`src/rtl/mem_arb_pkg.sv`:
```
// Shared encodings and default widths for the unified-memory port arbiter.
package mem_arb_pkg;

  localparam int unsigned ADDR_W_DEF     = 32;
  localparam int unsigned DATA_W_DEF     = 32;
  localparam int unsigned MEM_LAT_DEF    = 2;
  localparam int unsigned STARVE_MAX_DEF = 4;

  typedef enum logic [1:0] {
    IDLE   = 2'd0,
    ACCESS = 2'd1,
    RESP   = 2'd2
  } arb_state_e;

  typedef enum logic {
    FETCH = 1'b0,
    DATA  = 1'b1
  } arb_owner_e;

  // Bits needed to hold 0..maxval, never less than one.
  function automatic int unsigned cnt_width(input int unsigned maxval);
    return (maxval < 1) ? 1 : $clog2(maxval + 1);
  endfunction

endpackage

```
`src/rtl/arb_starve_ctr.sv`:
```
// Saturating count of data grants won while a fetch was waiting.
module arb_starve_ctr
  import mem_arb_pkg::*;
#(
  parameter int unsigned STARVE_MAX = STARVE_MAX_DEF
) (
  input  logic clk,
  input  logic rst,
  input  logic inc_i,
  input  logic clr_i,
  output logic at_max_o
);

  localparam int unsigned CW = cnt_width(STARVE_MAX);

  logic [CW-1:0] cnt_q, cnt_d;

  always_comb begin
    cnt_d = cnt_q;
    if (clr_i) begin
      cnt_d = '0;
    end else if (inc_i && (cnt_q != CW'(STARVE_MAX))) begin
      cnt_d = cnt_q + 1'b1;
    end
  end

  always_ff @(posedge clk or posedge rst) begin
    if (rst) begin
      cnt_q <= '0;
    end else begin
      cnt_q <= cnt_d;
    end
  end

  assign at_max_o = (cnt_q == CW'(STARVE_MAX));

endmodule

```
`src/rtl/mem_port_arbiter.sv`:
```
// Shares one single-port memory between instruction fetch and load/store,
// data first, with a starvation limit that forces fetch through.
module mem_port_arbiter
  import mem_arb_pkg::*;
#(
  parameter int unsigned ADDR_W     = ADDR_W_DEF,
  parameter int unsigned DATA_W     = DATA_W_DEF,
  parameter int unsigned MEM_LAT    = MEM_LAT_DEF,
  parameter int unsigned STARVE_MAX = STARVE_MAX_DEF
) (
  input  logic              clk,
  input  logic              rst,
  input  logic              if_req,
  input  logic [ADDR_W-1:0] if_addr,
  output logic              if_done,
  output logic [DATA_W-1:0] if_rdata,
  input  logic              d_req,
  input  logic              d_we,
  input  logic [ADDR_W-1:0] d_addr,
  input  logic [DATA_W-1:0] d_wdata,
  output logic              d_done,
  output logic [DATA_W-1:0] d_rdata,
  output logic              mem_en,
  output logic              mem_we,
  output logic [ADDR_W-1:0] mem_addr,
  output logic [DATA_W-1:0] mem_wdata,
  input  logic [DATA_W-1:0] mem_rdata,
  output logic              busy
);

  localparam int unsigned LW = cnt_width(MEM_LAT - 1);

  arb_state_e        state_q, state_d;
  arb_owner_e        owner_q, owner_d;
  logic [ADDR_W-1:0] addr_q, addr_d;
  logic              we_q, we_d;
  logic [DATA_W-1:0] wdata_q, wdata_d;
  logic [DATA_W-1:0] if_rdata_q, if_rdata_d;
  logic [DATA_W-1:0] d_rdata_q, d_rdata_d;
  logic [LW-1:0]     lat_q, lat_d;

  logic starve_inc, starve_clr, starve_at_max;

  arb_starve_ctr #(
    .STARVE_MAX (STARVE_MAX)
  ) u_starve (
    .clk      (clk),
    .rst      (rst),
    .inc_i    (starve_inc),
    .clr_i    (starve_clr),
    .at_max_o (starve_at_max)
  );

  always_comb begin
    state_d    = state_q;
    owner_d    = owner_q;
    addr_d     = addr_q;
    we_d       = we_q;
    wdata_d    = wdata_q;
    if_rdata_d = if_rdata_q;
    d_rdata_d  = d_rdata_q;
    lat_d      = lat_q;
    starve_inc = 1'b0;
    starve_clr = 1'b0;

    unique case (state_q)
      IDLE: begin
        if (if_req || d_req) begin
          // Data wins unless a waiting fetch has already been passed over STARVE_MAX times.
          if (d_req && !(if_req && starve_at_max)) begin
            owner_d    = DATA;
            addr_d     = d_addr;
            we_d       = d_we;
            wdata_d    = d_wdata;
            starve_inc = if_req;
          end else begin
            owner_d    = FETCH;
            addr_d     = if_addr;
            we_d       = 1'b0;
            starve_clr = 1'b1;
          end
          lat_d   = LW'(MEM_LAT - 1);
          state_d = ACCESS;
        end
      end

      ACCESS: begin
        if (lat_q == '0) begin
          if (owner_q == FETCH) begin
            if_rdata_d = mem_rdata;
          end else if (!we_q) begin
            d_rdata_d = mem_rdata;
          end
          state_d = RESP;
        end else begin
          lat_d = lat_q - 1'b1;
        end
      end

      RESP: begin
        state_d = IDLE;
      end

      default: begin
        state_d = IDLE;
      end
    endcase
  end

  always_ff @(posedge clk or posedge rst) begin
    if (rst) begin
      state_q    <= IDLE;
      owner_q    <= FETCH;
      addr_q     <= '0;
      we_q       <= 1'b0;
      wdata_q    <= '0;
      if_rdata_q <= '0;
      d_rdata_q  <= '0;
      lat_q      <= '0;
    end else begin
      state_q    <= state_d;
      owner_q    <= owner_d;
      addr_q     <= addr_d;
      we_q       <= we_d;
      wdata_q    <= wdata_d;
      if_rdata_q <= if_rdata_d;
      d_rdata_q  <= d_rdata_d;
      lat_q      <= lat_d;
    end
  end

  // Every output decodes registered state only; no request reaches an output combinationally.
  assign busy      = (state_q != IDLE);
  assign mem_en    = (state_q == ACCESS);
  assign mem_we    = (state_q == ACCESS) && (owner_q == DATA) && we_q;
  assign mem_addr  = addr_q;
  assign mem_wdata = wdata_q;
  assign if_done   = (state_q == RESP) && (owner_q == FETCH);
  assign d_done    = (state_q == RESP) && (owner_q == DATA);
  assign if_rdata  = if_rdata_q;
  assign d_rdata   = d_rdata_q;

endmodule

```
`config.mk`:
```
export PLATFORM = sky130hd
export DESIGN_NAME = mem_port_arbiter
export DESIGN_NICKNAME = d
export VERILOG_FILES = /design/src/rtl/mem_arb_pkg.sv /design/src/rtl/arb_starve_ctr.sv /design/src/rtl/mem_port_arbiter.sv
export SDC_FILE = /design/constraint.sdc
export NUM_CORES = 1
export LEC_CHECK = 0
export ABC_AREA = 1
export ABC_CLOCK_PERIOD_IN_PS = 7600
export BUFFER_PORTS_ARGS = -buffer_cell sky130_fd_sc_hd__buf_2
export CAP_MARGIN = 20
export CORE_UTILIZATION = 50
export DETAILED_ROUTE_END_ITERATION = 10
export PLACE_DENSITY = 0.81
export SYNTH_ARGS = -nofsm -noshare
export SYNTH_HDL_FRONTEND = slang
export SYNTH_SLANG_ARGS = --single-unit
```
`constraint.sdc`:
```
create_clock -name clk -period 7.6 [get_ports clk]
set_input_delay 1.14 -clock clk [delete_from_list [all_inputs] [get_ports clk]]
set_output_delay 1.14 -clock clk [all_outputs]
set_load 0.03 [all_outputs]
```
==> flow_summary.yaml, run 1 <==
floorplan:
  io_pins: 266
  initial_core_util: 0.521
  chipHeight_microns: 109
  num_rows: 38
  dieArea_sq_um: 11900
  coreArea_sq_um: 11000
  die_width_microns: 109
global_routing:
  grt_pass1_vias: 4745
  grt.overflow.total: 0
  track_usage: 0.239
  grt_max_degree: 73
  antenna_found_initial: 2
  grt_pass1_wl_microns: 21900
place:
  hpwl_microns: 9710
  post-place-ws_ns: 3.89
  gp_congestion: 0.798
  port_buffers: 265
  dp.cells: 1036
  dpl-instance-area_sq_um: 7110
routing:
  wl_per_cell_microns: 13.2
  drc: 0
  drtIter0Drc: 296
  firstDrtPassIters: 7
  drtAntennaViolNets: 0
  routed_wl_microns: 14200
  via_count: 5122
  via_per_inst: 4.79
final_layout:
  layout-drive-gt1-share: 0.330
  final_nets: 1051
  finalNonFillerCells: 1070
  area_growth_pct: 34.1
  design_area_sq_um: 7710
worst_setup_path:
  crit_path_max_incr_delay_ns: 0.95
  critPathMaxFanout: 34
  worstPathRequired_ns: 7.95
  ff2ff_setup_slack_ns: 4.51
  crit_chain: "buf_2, nand3_2, nand3_2, inv_1, nand2_1, nand2_1"
  r2r-start: "u_starve.cnt_q[0]$_DFFE_PP0P_"
  cp_slowest_cell: "inv_1"
  critPathKind: "input pin to flop"
  r2r_end: "mem_wdata[19]$_DFFE_PP0P_"
  start_kind: "input pin"
  end_kind: "flop"
  cp.arrival_ns: 3.63
  reg2reg_depth: 7
synth:
  synth.avg_cell_area_sq_um: 8.66
  synth.most_common_cell: "nand2_1"
  yosys.area.top_type: "dfrtp_1"
  ys.flop_type: "dfrtp_1"
  synth-xor-area-share: 0.00152
  yosysWarningCount: 0
  synthAdderAreaFrac: 0.00435
  synth_nets: 799
  synth.mux.area_fraction: 0
  async_flop_share: 1.00
  synth_compound_area_frac: 0.0601
  synthSimpleGateAreaFrac: 0.266
  synthCells: 664
  synth_seq_cells: 136
  synth_top_family_by_area: "simple AND/OR/NAND/NOR gates"
  ys_types: 19
  synth.area.top_cells: "dfrtp_1, nand2_1, inv_1"
  synth_commonest_cells: "nand2_1, dfrtp_1, inv_1, nand3_1, o21ai_0"
  synth_area_sq_um: 5750
  synth_edf_count: 0
  yosysSeqAreaShare: 0.592
  synth.top_cell.area_share: 0.592
timing:
  setup_viol: 0
  skew_ns: 0.0108
  rsz0062_at_grt: "no"
  period_needed_ns: 3.27
  finalHoldViolCount: 0
  layout_setup_ws_ns: 4.33
  final_max_slew_viol_count: 0
  slew_headroom: 0.371
  worstMarginPinSlew_ns: 0.942
  fin_tns_setup_ns: 0
  fmax_ghz: 0.306
  fin_crit_sh: 0.431
power_and_ir_drop:
  max-vdd-ir-drop_uv: 253
  p_per_area_nw_per_um2: 504
  leakagePower_nw: 4.49
  fin_total_pwr_mw: 3.89
clocking:
  clock_sinks: 136
  cts_setup_buffers: 0
  cts-root-buf: "clkbuf_16"
  cts_hold_buf: 0
  cts_htree_levels: 4
  cts_buffer_depth: 2
  clk_latency_ns: 0.41
  path_clk_slew_ns: 0.06
  ctsResizeCount: 0
  cts_tree: "built"
  numCtsBuffers: 17
worst_hold_path:
  whs_endpoint: "state_q[1]$_DFFE_PP0P_"
  hp-start: "lat_q$_DFFE_PP0P_"
  worstHoldPathType: "flop to flop"
  whs_path_depth: 1
status:
  status: "finished, final reports clean"
job:
  drv_cap: 0
[per-layer routing]
layer / GRT usage / vias up / wire length [microns]
met5: 0 / - / 0
met4: 0.100 / 0 / 193
met3: 0.0687 / 18 / 1030
met2: 0.407 / 197 / 6980
met1: 0.284 / 2340 / 5950
li1: - / 2567 / -
[power by group]
part	switching, mW	internal (mW)
sequential	0.189	1.09
clock	0.309	0.494
combinational	1.32	0.491
[critical path, delay by kind of cell]
family	cells	cell delay, ns
and+or+nand+nor	4	1.38
buffers and inverters	2	1.07
[cells by family (layout without fill, tap and decap cells)]
group                      count (synthesis)  count (layout)
DFF                                      136             136
adders and majority gates                  2               2
other                                      0               1
xor gates and xnor gates                   1               1
AOI/OAI and AO/OA                         69              69
and+or+nand+nor                          347             347
buffers and inverters                    109             374
[layout make-up]
type / count / area (sq um)
clock inverters: 13 / 144
diodes: 1 / 2.50
inverters: 75 / 287
multi-input cells: 419 / 1910
fillers: 944 / 3320
flip-flops and latches: 136 / 3400
clock buffers: 19 / 443
well taps: 140 / 175
repair buffers: 267 / 1350
[registers in the layout (all words and copies together), names as in the netlist]
signal / cells
u_starve.cnt_q: 3
we_q: 1
mem_wdata: 32
state_q: 2
mem_addr: 32
lat_q: 1
d_rdata: 32
if_rdata: 32
owner_q: 1
[stage by stage]
step	utilization	hold WS (ns)
floorplan	-	0.402
global placement	0.644	0.415
detailed placement	0.644	0.420
CTS	0.697	0.428
global route	0.699	0.464
finish	0.699	0.424
[worst max-delay path by stage]
stage / startpoint / to
finish: if_req / mem_wdata[19]$_DFFE_PP0P_
global route: if_req / we_q$_DFFE_PP0P_
CTS: if_req / mem_wdata[19]$_DFFE_PP0P_
detailed placement: if_req / mem_wdata[19]$_DFFE_PP0P_
global placement: if_req / we_q$_DFFE_PP0P_
floorplan: rst / d_rdata[0]$_DFFE_PP0P_
[placed cells by master (no fill, tap or decap), types with 2 or more instances in the layout]
cell,count
clkbuf_16,17
bufinv_16,2
clkinv_2,2
inv_2,2
inv_1,72
nand3_2,2
ha_1,2
o21ai_1,34
dfrtp_1,136
inv_6,4
buf_2,265
clkinvlp_4,4
nor2_4,2
nand3_1,35
clkinv_4,2
nor3_1,3
nand3b_1,31
o21ai_0,35
nand2_1,267
nor2_1,4
(Power assumes the default switching activity.)
==> run 2: changes to the inputs <==
--- a/config.mk
+++ b/config.mk
@@ -6,12 +6,12 @@
 export NUM_CORES = 1
 export LEC_CHECK = 0
 export ABC_AREA = 1
-export ABC_CLOCK_PERIOD_IN_PS = 7600
+export ABC_CLOCK_PERIOD_IN_PS = 2900
 export BUFFER_PORTS_ARGS = -buffer_cell sky130_fd_sc_hd__buf_2
 export CAP_MARGIN = 20
-export CORE_UTILIZATION = 50
+export CORE_UTILIZATION = 42
 export DETAILED_ROUTE_END_ITERATION = 10
-export PLACE_DENSITY = 0.81
+export PLACE_DENSITY = 0.72
 export SYNTH_ARGS = -nofsm -noshare
 export SYNTH_HDL_FRONTEND = slang
 export SYNTH_SLANG_ARGS = --single-unit
==> constraint.sdc (replaced) <==
create_clock -name clk -period 2.9 [get_ports clk]
set_input_delay 0.435 -clock clk [delete_from_list [all_inputs] [get_ports clk]]
set_output_delay 0.435 -clock clk [all_outputs]
set_load 0.03 [all_outputs]
==> run 2 against run 1 <==
Power rose to 2.6 times the previous value; largest power group unchanged; critical path type is now flop to flop; largest cell class unchanged; register-to-register slack got worse by 3.7 ns; flip-flop and latch count did not move; routed wire length rose by 5.3%; count of clock-buffer cells in the layout did not move; first-iteration DRC count fell by 1.4%; clock power rose to 2.6 times the previous value; cell area rose by 1.3%.
==> flow_summary.yaml, run 2 (synthesized netlist as in run 1, its figures left out) <==
timing:
  rsz0062_at_grt: "no"
  slew_headroom: 0.360
  layout_setup_ws_ns: 0.824
  worstMarginPinSlew_ns: 0.959
  setup_viol: 0
  finalHoldViolCount: 0
  fmax_ghz: 0.482
  fin_tns_setup_ns: 0
  fin_crit_sh: 0.716
  period_needed_ns: 2.08
  final_max_slew_viol_count: 0
  skew_ns: 0.00770
clocking:
  clk_latency_ns: 0.41
  cts_tree: "built"
  ctsResizeCount: 0
  cts-root-buf: "clkbuf_16"
  cts_hold_buf: 0
  path_clk_slew_ns: 0.06
  clock_sinks: 136
  cts_buffer_depth: 2
  cts_htree_levels: 4
  numCtsBuffers: 17
  cts_setup_buffers: 0
worst_setup_path:
  critPathMaxFanout: 33
  cp.arrival_ns: 2.42
  start_kind: "flop"
  ff2ff_setup_slack_ns: 0.82
  r2r-start: "u_starve.cnt_q[0]$_DFFE_PP0P_"
  reg2reg_depth: 7
  worstPathRequired_ns: 3.24
  end_kind: "flop"
  critPathKind: "flop to flop"
  r2r_end: "mem_wdata[31]$_DFFE_PP0P_"
status:
  status: "finished, final reports clean"
job:
  drv_cap: 0
floorplan:
  chipHeight_microns: 119
  coreArea_sq_um: 13300
  initial_core_util: 0.432
  num_rows: 42
  die_width_microns: 119
  io_pins: 266
  dieArea_sq_um: 14200
final_layout:
  diodes: 0
  layout-drive-gt1-share: 0.335
  area_growth_pct: 35.8
  final_nets: 1057
  design_area_sq_um: 7810
  layout_commonest_cell: "nand2_1"
  mostFrequentLayoutCells: "nand2_1, buf_2, dfrtp_1"
routing:
  via_per_inst: 4.69
  via_count: 5202
  routed_wl_microns: 14900
  drtAntennaViolNets: 0
  firstDrtPassIters: 4
  drc: 0
  drtIter0Drc: 292
  wl_per_cell_microns: 13.4
global_routing:
  grt_pass1_vias: 5103
  grt.overflow.total: 0
  grt_pass1_wl_microns: 24400
  antenna_found_initial: 0
  grt_max_degree: 65
  track_usage: 0.220
place:
  post-place-ws_ns: 0.800
  dpl-instance-area_sq_um: 7230
  gp_congestion: 0.799
  port_buffers: 265
  hpwl_microns: 10500
power_and_ir_drop:
  p_per_area_nw_per_um2: 1310
  fin_total_pwr_mw: 10.2
  max-vdd-ir-drop_uv: 702
  leakagePower_nw: 4.52
worst_hold_path:
  worstHoldPathType: "input pin to asynchronous set/reset pin"
==> run 2: area by class of cell <==
type / count / area [sq um]
clock buffers: 19 / 453
clock inverters: 12 / 128
fillers: 1239 / 5490
inverters: 75 / 285
multi-input cells: 419 / 1910
flip-flops and latches: 136 / 3400
well taps: 176 / 220
repair buffers: 273 / 1410
==> run 2: power by group <==
part	switching (mW)	total [mW]	internal, mW	leakage (nW)
logic	3.44	4.75	1.31	2.58
clock network	0.794	2.09	1.30	0.277
registers	0.508	3.36	2.85	1.67
total	4.74	10.2	5.46	4.52
==> run 2: worst max-delay path by stage <==
stage                                  start                        end  slack (ns)  depth (start not counted)
4_1_cts        u_starve.cnt_q[0]$_DFFE_PP0P_  mem_wdata[31]$_DFFE_PP0P_        0.79                          7
3_3_place_gp   u_starve.cnt_q[0]$_DFFE_PP0P_           we_q$_DFFE_PP0P_        0.85                          7
3_5_place_dp   u_starve.cnt_q[0]$_DFFE_PP0P_   mem_wdata[3]$_DFFE_PP0P_        0.80                          7
6_report       u_starve.cnt_q[0]$_DFFE_PP0P_  mem_wdata[31]$_DFFE_PP0P_        0.82                          7
5_1_grt        u_starve.cnt_q[0]$_DFFE_PP0P_  mem_wdata[30]$_DFFE_PP0P_        0.62                          7
2_1_floorplan                            rst     d_rdata[0]$_DFFE_PP0P_        0.77                          1
==> run 2: worst max-delay path: stages, from the launching register on <==
cell and delay, ns:
dfrtp_1 0.36, inv_1 0.06, ha_1 0.22, nand3_2 0.25, nand3_2 0.13, inv_1 0.72, nand2_1 0.14, nand2_1 0.11
==> run 2: per-layer routing <==
layer | global-route usage | routed length (microns) | part of all wire | up-vias
li1 | - | - | - | 2578
met1 | 0.270 | 6360 | 0.43 | 2398
met2 | 0.367 | 7320 | 0.49 | 203
met3 | 0.0546 | 938 | 0.063 | 23
met4 | 0.0902 | 275 | 0.018 | 0
met5 | 0 | 0 | 0 | -
==> run 2: through the flow <==
step / hold slack [ns] / instances / utilization
global route: 0.213 / 1110 / 0.587
detailed placement: 0.417 / 1079 / 0.544
CTS: 0.197 / 1110 / 0.587
global placement: 0.412 / 1079 / 0.544
finish: 0.184 / 1110 / 0.587
floorplan: 0.402 / 664 / -
==> run 3: changes to the inputs <==
--- a/config.mk
+++ b/config.mk
@@ -6,7 +6,7 @@
 export NUM_CORES = 1
 export LEC_CHECK = 0
 export ABC_AREA = 1
-export ABC_CLOCK_PERIOD_IN_PS = 2900
+export ABC_CLOCK_PERIOD_IN_PS = 1750
 export BUFFER_PORTS_ARGS = -buffer_cell sky130_fd_sc_hd__buf_2
 export CAP_MARGIN = 20
 export CORE_UTILIZATION = 42
==> constraint.sdc (replaced) <==
create_clock -name clk -period 1.75 [get_ports clk]
set_input_delay 0.2625 -clock clk [delete_from_list [all_inputs] [get_ports clk]]
set_output_delay 0.2625 -clock clk [all_outputs]
set_load 0.03 [all_outputs]
==> run 3 against run 2 <==
First-iteration DRC count down 10%; sequential share of layout area down 0.48 points; power up 68%; clock skew is 0.0012 ns higher; critical path type is now flop to output pin; largest power group unchanged.
==> flow_summary.yaml, run 3 (synthesized netlist as in run 1, its figures left out) <==
global_routing:
  antenna_found_initial: 1
  track_usage: 0.221
  grt_max_degree: 76
  grt_pass1_wl_microns: 24800
  grt_pass1_vias: 5049
  grt.overflow.total: 0
final_layout:
  final_nets: 1063
  final_core_util: 0.594
  layout_commonest_cell: "nand2_1"
  layout-drive-gt1-share: 0.334
  area_growth_pct: 37.4
  design_area_sq_um: 7900
  finalNonFillerCells: 1117
  mostFrequentLayoutCells: "nand2_1, buf_2, dfrtp_1"
  fill_cells: 1222
worst_setup_path:
  worst-path-buf-inv: 3
  crit_chain: "inv_2, nor2_4, inv_1, nor3_1, buf_4"
  cp_slowest_cell: "dfrtp_1"
  critPathMaxFanout: 4
  cp-endpoint: "mem_we"
  path_delay_family: "flip-flops"
  crit_path_max_incr_delay_ns: 0.40
  r2r_end: "if_rdata[14]$_DFFE_PP0P_"
  worstPathRequired_ns: 1.49
  start_kind: "flop"
  critPathKind: "flop to output pin"
  reg2reg_depth: 6
  r2r-start: "state_q[0]$_DFFE_PP0P_"
  crit_cells: 5
  crit_path_start: "state_q[0]$_DFFE_PP0P_"
  end_kind: "output pin"
  cp.arrival_ns: 1.38
  ff2ff_setup_slack_ns: 0.20
clocking:
  cts_tree: "built"
  cts_htree_levels: 4
  cts_buffer_depth: 2
  path_clk_slew_ns: 0.05
  cts-root-buf: "clkbuf_16"
  clk_latency_ns: 0.41
  numCtsBuffers: 17
  clock_sinks: 136
timing:
  setup_viol: 0
  worstMarginPinSlew_ns: 0.562
  final_max_slew_viol_count: 0
  fin_tns_setup_ns: 0
  rsz0062_at_grt: "no"
  finalHoldViolCount: 0
  fmax_ghz: 0.608
  layout_setup_ws_ns: 0.104
  period_needed_ns: 1.65
  slew_headroom: 0.625
  skew_ns: 0.00893
  fin_crit_sh: 0.941
place:
  gp_congestion: 0.815
  post-place-ws_ns: 0.258
  port_buffers: 265
  dpl-instance-area_sq_um: 7270
  dp.cells: 1083
  hpwl_microns: 10300
floorplan:
  initial_core_util: 0.432
  coreArea_sq_um: 13300
  chipHeight_microns: 119
  die_width_microns: 119
  num_rows: 42
  dieArea_sq_um: 14200
  io_pins: 266
routing:
  drtAntennaViolNets: 0
  drtIter0Drc: 262
  wl_per_cell_microns: 13.1
  via_per_inst: 4.65
  drc: 0
  routed_wl_microns: 14600
  firstDrtPassIters: 5
  via_count: 5191
job:
  drv_cap: 0
power_and_ir_drop:
  max-vdd-ir-drop_uv: 1040
  p_per_area_nw_per_um2: 2160
  leakagePower_nw: 4.56
worst_hold_path:
  worstHoldPathType: "input pin to flop"
status:
  status: "finished, final reports clean"
## run 3: what timing repair did
item,4_1_cts,5_1_grt
endpoints found under the setup margin,1,3
setup buffers,1,0
resized for setup,1,1
endpoints found under the hold margin,39,0
gates cloned,0,0
pin swaps,1,0
hold buffers,1,0
## run 3: layer usage
layer	global-route usage	up-vias	share of wire
met3	0.0589	19	0.069
li1	-	2588	-
met5	0	-	0
met2	0.351	214	0.48
met4	0.0862	0	0.018
met1	0.287	2370	0.44
## run 3: layout make-up
type | count | area, sq um | area share
Inverter | 75 | 285 | 0.0361
Tap cell | 176 | 220 | 0.0279
Timing Repair Buffer | 279 | 1480 | 0.187
Multi-Input combinational cell | 419 | 1910 | 0.242
Sequential cell | 136 | 3400 | 0.431
Antenna cell | 1 | 2.50 | 0.000317
Clock inverter | 7 | 118 | 0.0149
Clock buffer | 24 | 482 | 0.0610
## run 3: worst register-to-register path: stages (launching register included)
cell	delay (ns)
dfrtp_1	0.41
inv_2	0.09
nor2_4	0.04
buf_4	0.15
nand3_4	0.05
buf_4	0.47
o21ai_0	0.19
## run 3: metrics by stage
| stage | hold WS (ns) | power, mW |
|---|---|---|
| 6_report | 0.0476 | 17.1 |
| 5_1_grt | 0.0498 | 18.3 |
| 4_1_cts | 0.0307 | 17.3 |
| 3_5_place_dp | 0.416 | 13.6 |
| 3_3_place_gp | 0.415 | 13.4 |
| 2_1_floorplan | 0.372 | 11.1 |
## run 3: how the worst min path moves through the flow
stage | start | end | slack [ns] | depth (start not counted)
after global routing | d_wdata[5] | mem_wdata[5]$_DFFE_PP0P_ | 0.05 | 3
after global placement | rst | mem_wdata[16]$_DFFE_PP0P_ | 0.42 | 3
final | d_wdata[23] | mem_wdata[23]$_DFFE_PP0P_ | 0.05 | 3
after CTS | d_wdata[6] | mem_wdata[6]$_DFFE_PP0P_ | 0.03 | 3
after detailed placement | lat_q$_DFFE_PP0P_ | state_q[1]$_DFFE_PP0P_ | 0.42 | 1
after floorplan | d_wdata[0] | mem_wdata[0]$_DFFE_PP0P_ | 0.37 | 2
## run 3: power by group
part | total, mW | switching (mW) | internal (mW)
Sequential | 5.55 | 0.825 | 4.72
Combinational | 7.97 | 5.73 | 2.23
Clock | 3.58 | 1.23 | 2.34
Total | 17.1 | 7.79 | 9.30
